[config.mk]
export PLATFORM = sky130hd
export DESIGN_NAME = onehot_decoder_pipe
export DESIGN_NICKNAME = d
export VERILOG_FILES = /design/src/rtl/onehot_pkg.sv /design/src/rtl/onehot_decoder_tree.sv /design/src/rtl/onehot_decoder_pipe.sv
export SDC_FILE = /design/constraint.sdc
export NUM_CORES = 1
export LEC_CHECK = 0
export CORE_MARGIN = 3
export CORE_UTILIZATION = 53
export DETAILED_ROUTE_END_ITERATION = 16
export PLACE_DENSITY_LB_ADDON = 0.1
export SLEW_MARGIN = 25
export SYNTH_ARGS = -nofsm -noshare
export SYNTH_HDL_FRONTEND = slang
export SYNTH_SLANG_ARGS = --single-unit
[constraint.sdc]
create_clock -name clk -period 1.75 [get_ports clk]
set_input_delay 0.35 -clock clk [delete_from_list [all_inputs] [get_ports clk]]
set_output_delay 0.35 -clock clk [all_outputs]
set_load 0.005 [all_outputs]
[src/rtl/onehot_pkg.sv]
// rtl/onehot_pkg.sv - shared types and elaboration helpers for the one-hot decoder pipe
package onehot_pkg;

    typedef enum logic [1:0] {
        EMPTY = 2'd0,
        HALF  = 2'd1,
        FULL  = 2'd2
    } buf_state_t;

    function automatic int tree_pow(input int base, input int exp);
        int r;
        r = 1;
        for (int i = 0; i < exp; i++) begin
            r = r * base;
        end
        return r;
    endfunction

    // Smallest number of radix-split levels whose leaf count covers width.
    function automatic int tree_levels(input int width, input int split);
        int l;
        int span;
        l = 0;
        span = 1;
        while (span < width) begin
            span = span * split;
            l = l + 1;
        end
        return l;
    endfunction

endpackage

[src/rtl/onehot_decoder_tree.sv]
// rtl/onehot_decoder_tree.sv - combinational SPLIT-ary tree decoding a binary index to one-hot
module onehot_decoder_tree
    import onehot_pkg::*;
#(
    parameter  int WIDTH     = 16,
    parameter  int SPLIT     = 4,
    localparam int WIDTH_LOG = $clog2(WIDTH)
) (
    input  logic [WIDTH_LOG-1:0] enc_idx,
    output logic [WIDTH-1:0]     dec_vld
);

    localparam int LEVELS = tree_levels(WIDTH, SPLIT);

    logic [31:0] idx_ext;
    assign idx_ext = 32'(enc_idx);

    // Each node owns a contiguous index range; nodes starting at or past WIDTH
    // are never built, so out-of-range indices light no leaf.
    for (genvar l = 1; l <= LEVELS; l++) begin : g_lvl
        localparam int SPAN  = tree_pow(SPLIT, LEVELS - l);
        localparam int NODES = (WIDTH + SPAN - 1) / SPAN;
        logic [NODES-1:0] en;
        for (genvar j = 0; j < NODES; j++) begin : g_node
            logic parent;
            logic lo_ok;
            if (l == 1) begin : g_root
                assign parent = 1'b1;
            end else begin : g_child
                assign parent = g_lvl[l-1].en[j / SPLIT];
            end
            if (j == 0) begin : g_lo0
                assign lo_ok = 1'b1;
            end else begin : g_lo
                assign lo_ok = idx_ext >= 32'(j * SPAN);
            end
            assign en[j] = parent && lo_ok && (idx_ext < 32'((j + 1) * SPAN));
        end
    end

    assign dec_vld = g_lvl[LEVELS].en;

endmodule

[src/rtl/onehot_decoder_pipe.sv]
// rtl/onehot_decoder_pipe.sv - one-hot decoder with 2-entry output buffer; ONEHOT_DECODER_RANGE_CHECK_EN enables dec_err
module onehot_decoder_pipe
    import onehot_pkg::*;
#(
    parameter  int WIDTH     = 16,
    parameter  int SPLIT     = 4,
    localparam int WIDTH_LOG = $clog2(WIDTH)
) (
    input  logic                 clk,
    input  logic                 rst_n,
    input  logic                 in_vld,
    output logic                 in_rdy,
    input  logic [WIDTH_LOG-1:0] enc_idx,
    output logic                 out_vld,
    input  logic                 out_rdy,
    output logic [WIDTH-1:0]     dec_vld,
    output logic                 dec_err
);

    buf_state_t       state;
    buf_state_t       state_nxt;
    logic [WIDTH-1:0] dec_new;
    logic [WIDTH-1:0] head_dec;
    logic [WIDTH-1:0] tail_dec;
    logic             push;
    logic             pop;
    logic             load_head;

    onehot_decoder_tree #(
        .WIDTH (WIDTH),
        .SPLIT (SPLIT)
    ) u_tree (
        .enc_idx (enc_idx),
        .dec_vld (dec_new)
    );

    assign out_vld = (state != EMPTY);
    assign push    = in_vld && in_rdy;
    assign pop     = out_vld && out_rdy;
    // New word goes to the head when the head slot is free or being vacated.
    assign load_head = (state == EMPTY) || (state == HALF && pop);

    always_comb begin
        state_nxt = state;
        case (state)
            EMPTY:   if (push) state_nxt = HALF;
            HALF: begin
                if (push && !pop)      state_nxt = FULL;
                else if (!push && pop) state_nxt = EMPTY;
            end
            FULL:    if (pop) state_nxt = HALF;
            default: state_nxt = EMPTY;
        endcase
    end

    always_ff @(posedge clk or negedge rst_n) begin
        if (!rst_n) begin
            state    <= EMPTY;
            in_rdy   <= 1'b0;
            head_dec <= '0;
            tail_dec <= '0;
        end else begin
            state  <= state_nxt;
            in_rdy <= (state_nxt != FULL);
            if (pop) head_dec <= tail_dec;
            if (push) begin
                if (load_head) head_dec <= dec_new;
                else           tail_dec <= dec_new;
            end
        end
    end

    assign dec_vld = out_vld ? head_dec : '0;

`ifdef ONEHOT_DECODER_RANGE_CHECK_EN
    logic err_new;
    logic head_err;
    logic tail_err;

    assign err_new = 32'(enc_idx) >= 32'(WIDTH);

    always_ff @(posedge clk or negedge rst_n) begin
        if (!rst_n) begin
            head_err <= 1'b0;
            tail_err <= 1'b0;
        end else begin
            if (pop) head_err <= tail_err;
            if (push) begin
                if (load_head) head_err <= err_new;
                else           tail_err <= err_new;
            end
        end
    end

    assign dec_err = out_vld && head_err;
`else
    assign dec_err = 1'b0;
`endif

endmodule

* Word-level counts from Yosys, hierarchy flattened
Cells that the tools add are included.
Cells by class: reductions and logical operators 45, magnitude comparators 31, bitwise logic cells 1, equality and inequality tests 3, multiplexer cells 9
Operators with widths (count):
- $mux 16 | 4
- $logic_and 1x1->1 | 39
- $ge 4x4->1 const B | 8
- $lt 4x4->1 const B | 8
- $ge 4x3->1 const B | 4
- $lt 4x3->1 const B | 4
- $ge 4x2->1 const B | 2
- $lt 4x2->1 const B | 2
- $mux 2 | 4
- $pmux 2 s3 | 1
- $lt 4x5->1 const B | 1
- $ge 4x1->1 const B | 1
- $lt 4x1->1 const B | 1
- $eq 2x1->1 const B | 1
- $eq 2x2->1 const B | 1
- $logic_not 1->1 | 2
- $logic_not 2->1 | 1
- $ne 2x2->1 const B | 1
- $reduce_and 2->1 | 1
- $reduce_bool 2->1 | 1
- $logic_or 1x1->1 | 1
- $not 1->1 | 1
Storage, ports and cells: logic and storage cells 93, output and inout port bits 19, flip-flop bits (word level) 35

* Longest topological paths before layout
depth after elaboration 7, depth in mapped cells 5

* Hierarchy
From an unflattened synthesis, not the netlist that was laid out.
Unflattened totals: cells, all modules 141, area total of the unflattened synthesis 1971.9 µm²
Modules (own cells, without submodules):
- onehot_decoder_pipe | cells an instance 121, area an instance 1745.4 µm², times used 1
- onehot_decoder_tree | cells an instance 20, area an instance 226.5 µm², times used 1

* Least setup slack after synthesis
Ideal clock, no wire load.
path kind register -> output, start point reg state[1], end point out dec_vld[0], arrival time 1.185 ns, path buffers 2, stages on the path, launching flop included 5, path slack 0.215 ns, cells stage by stage dfrtp_1 buf_6 nor2_1 clkbuf_1 nor2b_1
Between the ends: word-level cells in the longest chain between the ends 2
Ends and longest elaborated chain:
- start: declaration | RTL line onehot_decoder_pipe.sv:20 | buf_state_t state;
- start signal: assignment | RTL line onehot_decoder_pipe.sv:63 | state <= state_nxt;
- $reduce_bool 2->1 | RTL line onehot_decoder_pipe.sv:37 | assign out_vld = (state != EMPTY);
- $mux 16 | RTL line onehot_decoder_pipe.sv:73 | assign dec_vld = out_vld ? head_dec : '0;
- end: declaration | RTL line onehot_decoder_pipe.sv:16 | output logic [WIDTH-1:0] dec_vld,
Every way passes these cells.

* Worst setup path after layout
start point reg state[0], end point out dec_vld[8]
The elaborated chain is that of the path after synthesis.

==> run metrics <==
status finished with violations; failing checks setup timing; Post-Syn Area per Cell 11.4 sq um; dpl cell area 0.00218 sq mm; die height 64.6 microns; DR WL/cell 15.7 microns; synth top area cells dfrtp_1 (48%), mux2i_1 (27%), nor2b_1 (6.9%); Syn Nets 168; core area 0.00315 sq mm; sw frac 31.5%; fin nets 207; drt pass-1 iters 4; Clock transition at path regs 100 ps; via/cell ratio 5.12; peak supply drop 0.752 mV; largest net degree at the start of global routing 36; Final Hold Vio Count 0; ys flop type dfrtp_1; Flop pwr share 39.1%; internal power 0.00190 W; Register Area 876 sq um; gr busiest metal met2; area occupied by multi-input gates 815 sq um; fill count 250; TritonCTS clock tree yes; vias in the first global route 1306; DR vias 1249; FP Rows 20; leakage 1.17 nW; top cell type's share of synthesized area 48.2%; clk_lat worst skew 340 ps; post-layout util 72.7%; Placed Cells incl. Taps 232; yosys warns 0; setup TNS -211 ps; asr flop ratio synth 100%; Setup CP Type reg -> out; Detailed Route WL 3830 microns; # DRC 0; width of the die 64.6 microns; crit end category output port; worst path required time 1400 ps; design area 0.00229 sq mm; PD cells 1210 mW/mm^2; Achievable Freq 555 MHz; CTS Buffer Depth 2; Logic pwr share 38.9%; Initial Util 57.7%; initial antenna violation count 0; Netlist cell types 22; area growth from synthesis to layout 26.0%; Final period util 103%; Synth area leader dfrtp_1; arrival time worst endpoint 1450 ps; die area 0.00417 sq mm; hpwl dp 2530 microns; first-pass GRT wire length 6190 microns; Total GRT Usage 19.6%; GR Util met3 5.03%; worst-path fanout max 3; routability cong. 0.740; Slew Viols, Final 0; IO Pins 27; maxcap violations 0; number of synthesized register bits 35; Commonest cells post-synth mux2i_1 (49), dfrtp_1 (35), nor2b_1 (20), inv_1 (18), nand2_1 (11); Finish-stage setup viols 10; worst hold path class in -> async; count leader, synth mux2i_1; antenna viol nets, final 0; Overflow after GRT 0; GR Layer Usage met2 33.5%; layout cells sized above 1 16.0%; synthesized instance count 160; Ant. Diodes 0; fin crit period 1800 ps; RSZ-0062 raised after global routing true; clk_skew 7.77 ps; Seq/Total Area, Yosys 48.2%; sw power 0.000874 W; CTS Buf Count 5; met1 track demand over resource 24.4%; IO buf count 25; Worst Slack Setup Final -52.2 ps; Sinks on Clock Net 35; Critical Path Source Type flip-flop; Root Driver clkbuf_4; number of synthesized flops with an enable pin 0; Min Hold Slack 416 ps; post-synthesis cell area 0.00182 sq mm; htree depth 2; Post-Layout Cell Count 244; DRT iter0 DRCs 79; clock network power share 22.0%
-- path summary, 6_finish.rpt --
kind                                 to  cells past startpoint  slack, ps        start
max                          dec_vld[8]                      6        -50     state[0]
min                              in_rdy                      2        420        rst_n
max reg2reg                 head_dec[9]                      5        260     state[1]
min reg2reg                 tail_dec[7]                      2        520  tail_dec[7]
max in group asynchronous  head_dec[15]                      2       1020        rst_n
min in group clk            tail_dec[7]                      2        520  tail_dec[7]
-- flip-flops by register name, summed over array words and instances, names as in the netlist --
signal    cells
head_dec     16
tail_dec     16
state         2
in_rdy        1
-- cell type report --
type                    instances  area share (%)
multi-input cells             100            35.6
repair buffers                 39            17.1
clock inverters                 2            1.53
flip-flops and latches         35            38.2
well taps                      44            2.40
clock buffers                   6            2.24
inverters                      18            2.95
-- cell families after synthesis --
group	Yosys count	share of synthesized area (%)
compound gates	5	2.68
buf+inv	25	7.71
other cells	1	0.206
simple gates	45	14.2
mux	49	27.0
flops	35	48.2
-- layout by cell type (no fill, tap or decap), drive strengths merged --
cell and count:
nor2b 21, nor2 3, nand2b 1, conb 1, o21ba 1, nor3 1
dfrtp 35, clkbuf 6, o21a 1, dlymetal6s2s 2, dlygate4sd2 13, inv 18
buf 16, bufinv 1, nand3 6, clkdlybuf4s50 8, nand4b 1, mux2i 49
nand4 1, o21ai 1, clkinv 1, o22ai 1, nand2 11, a21o 1
-- stage by stage --
stage / worst slack (ps) / power (W)
floorplan: 215 / 0.00170
global route: -116 / 0.00294
global placement: 41.1 / 0.00207
finish: -52.2 / 0.00278
detailed placement: -40.6 / 0.00211
CTS: -176 / 0.00273
-- power by group through the flow --
| stage | Clock [W] | Combinational (W) | Sequential [W] |
|---|---|---|---|
| after CTS | 0.000626 | 0.00102 | 0.00108 |
| after global routing | 0.000666 | 0.00117 | 0.00110 |
| final | 0.000611 | 0.00108 | 0.00109 |
| after global placement | 0 | 0.000988 | 0.00108 |
| after detailed placement | 0 | 0.00102 | 0.00109 |
| after floorplan | 0 | 0.000620 | 0.00108 |
-- what timing repair did --
action                                  4_1_cts  5_1_grt
cloned                                        1        0
pin swaps                                     1        1
hold buffers                                  0        0
gates resized for setup                      19       12
endpoints found under the setup margin       17       17
setup buffers                                 0        5
-- routing by layer --
metal	vias to the layer above	wire [microns]
met1	617	1730
met5	-	0
met4	0	18
li1	605	-
met3	2	130
met2	25	1950
-- worst max-delay path: stages, from the launching register on --
cell,delay (ps)
dfrtp_1,430
nor2_4,60
buf_4,140
buf_6,110
buf_4,120
nor2b_1,110
dlymetal6s2s_1,160
No activity file was read; power rests on OpenSTA's default activity.
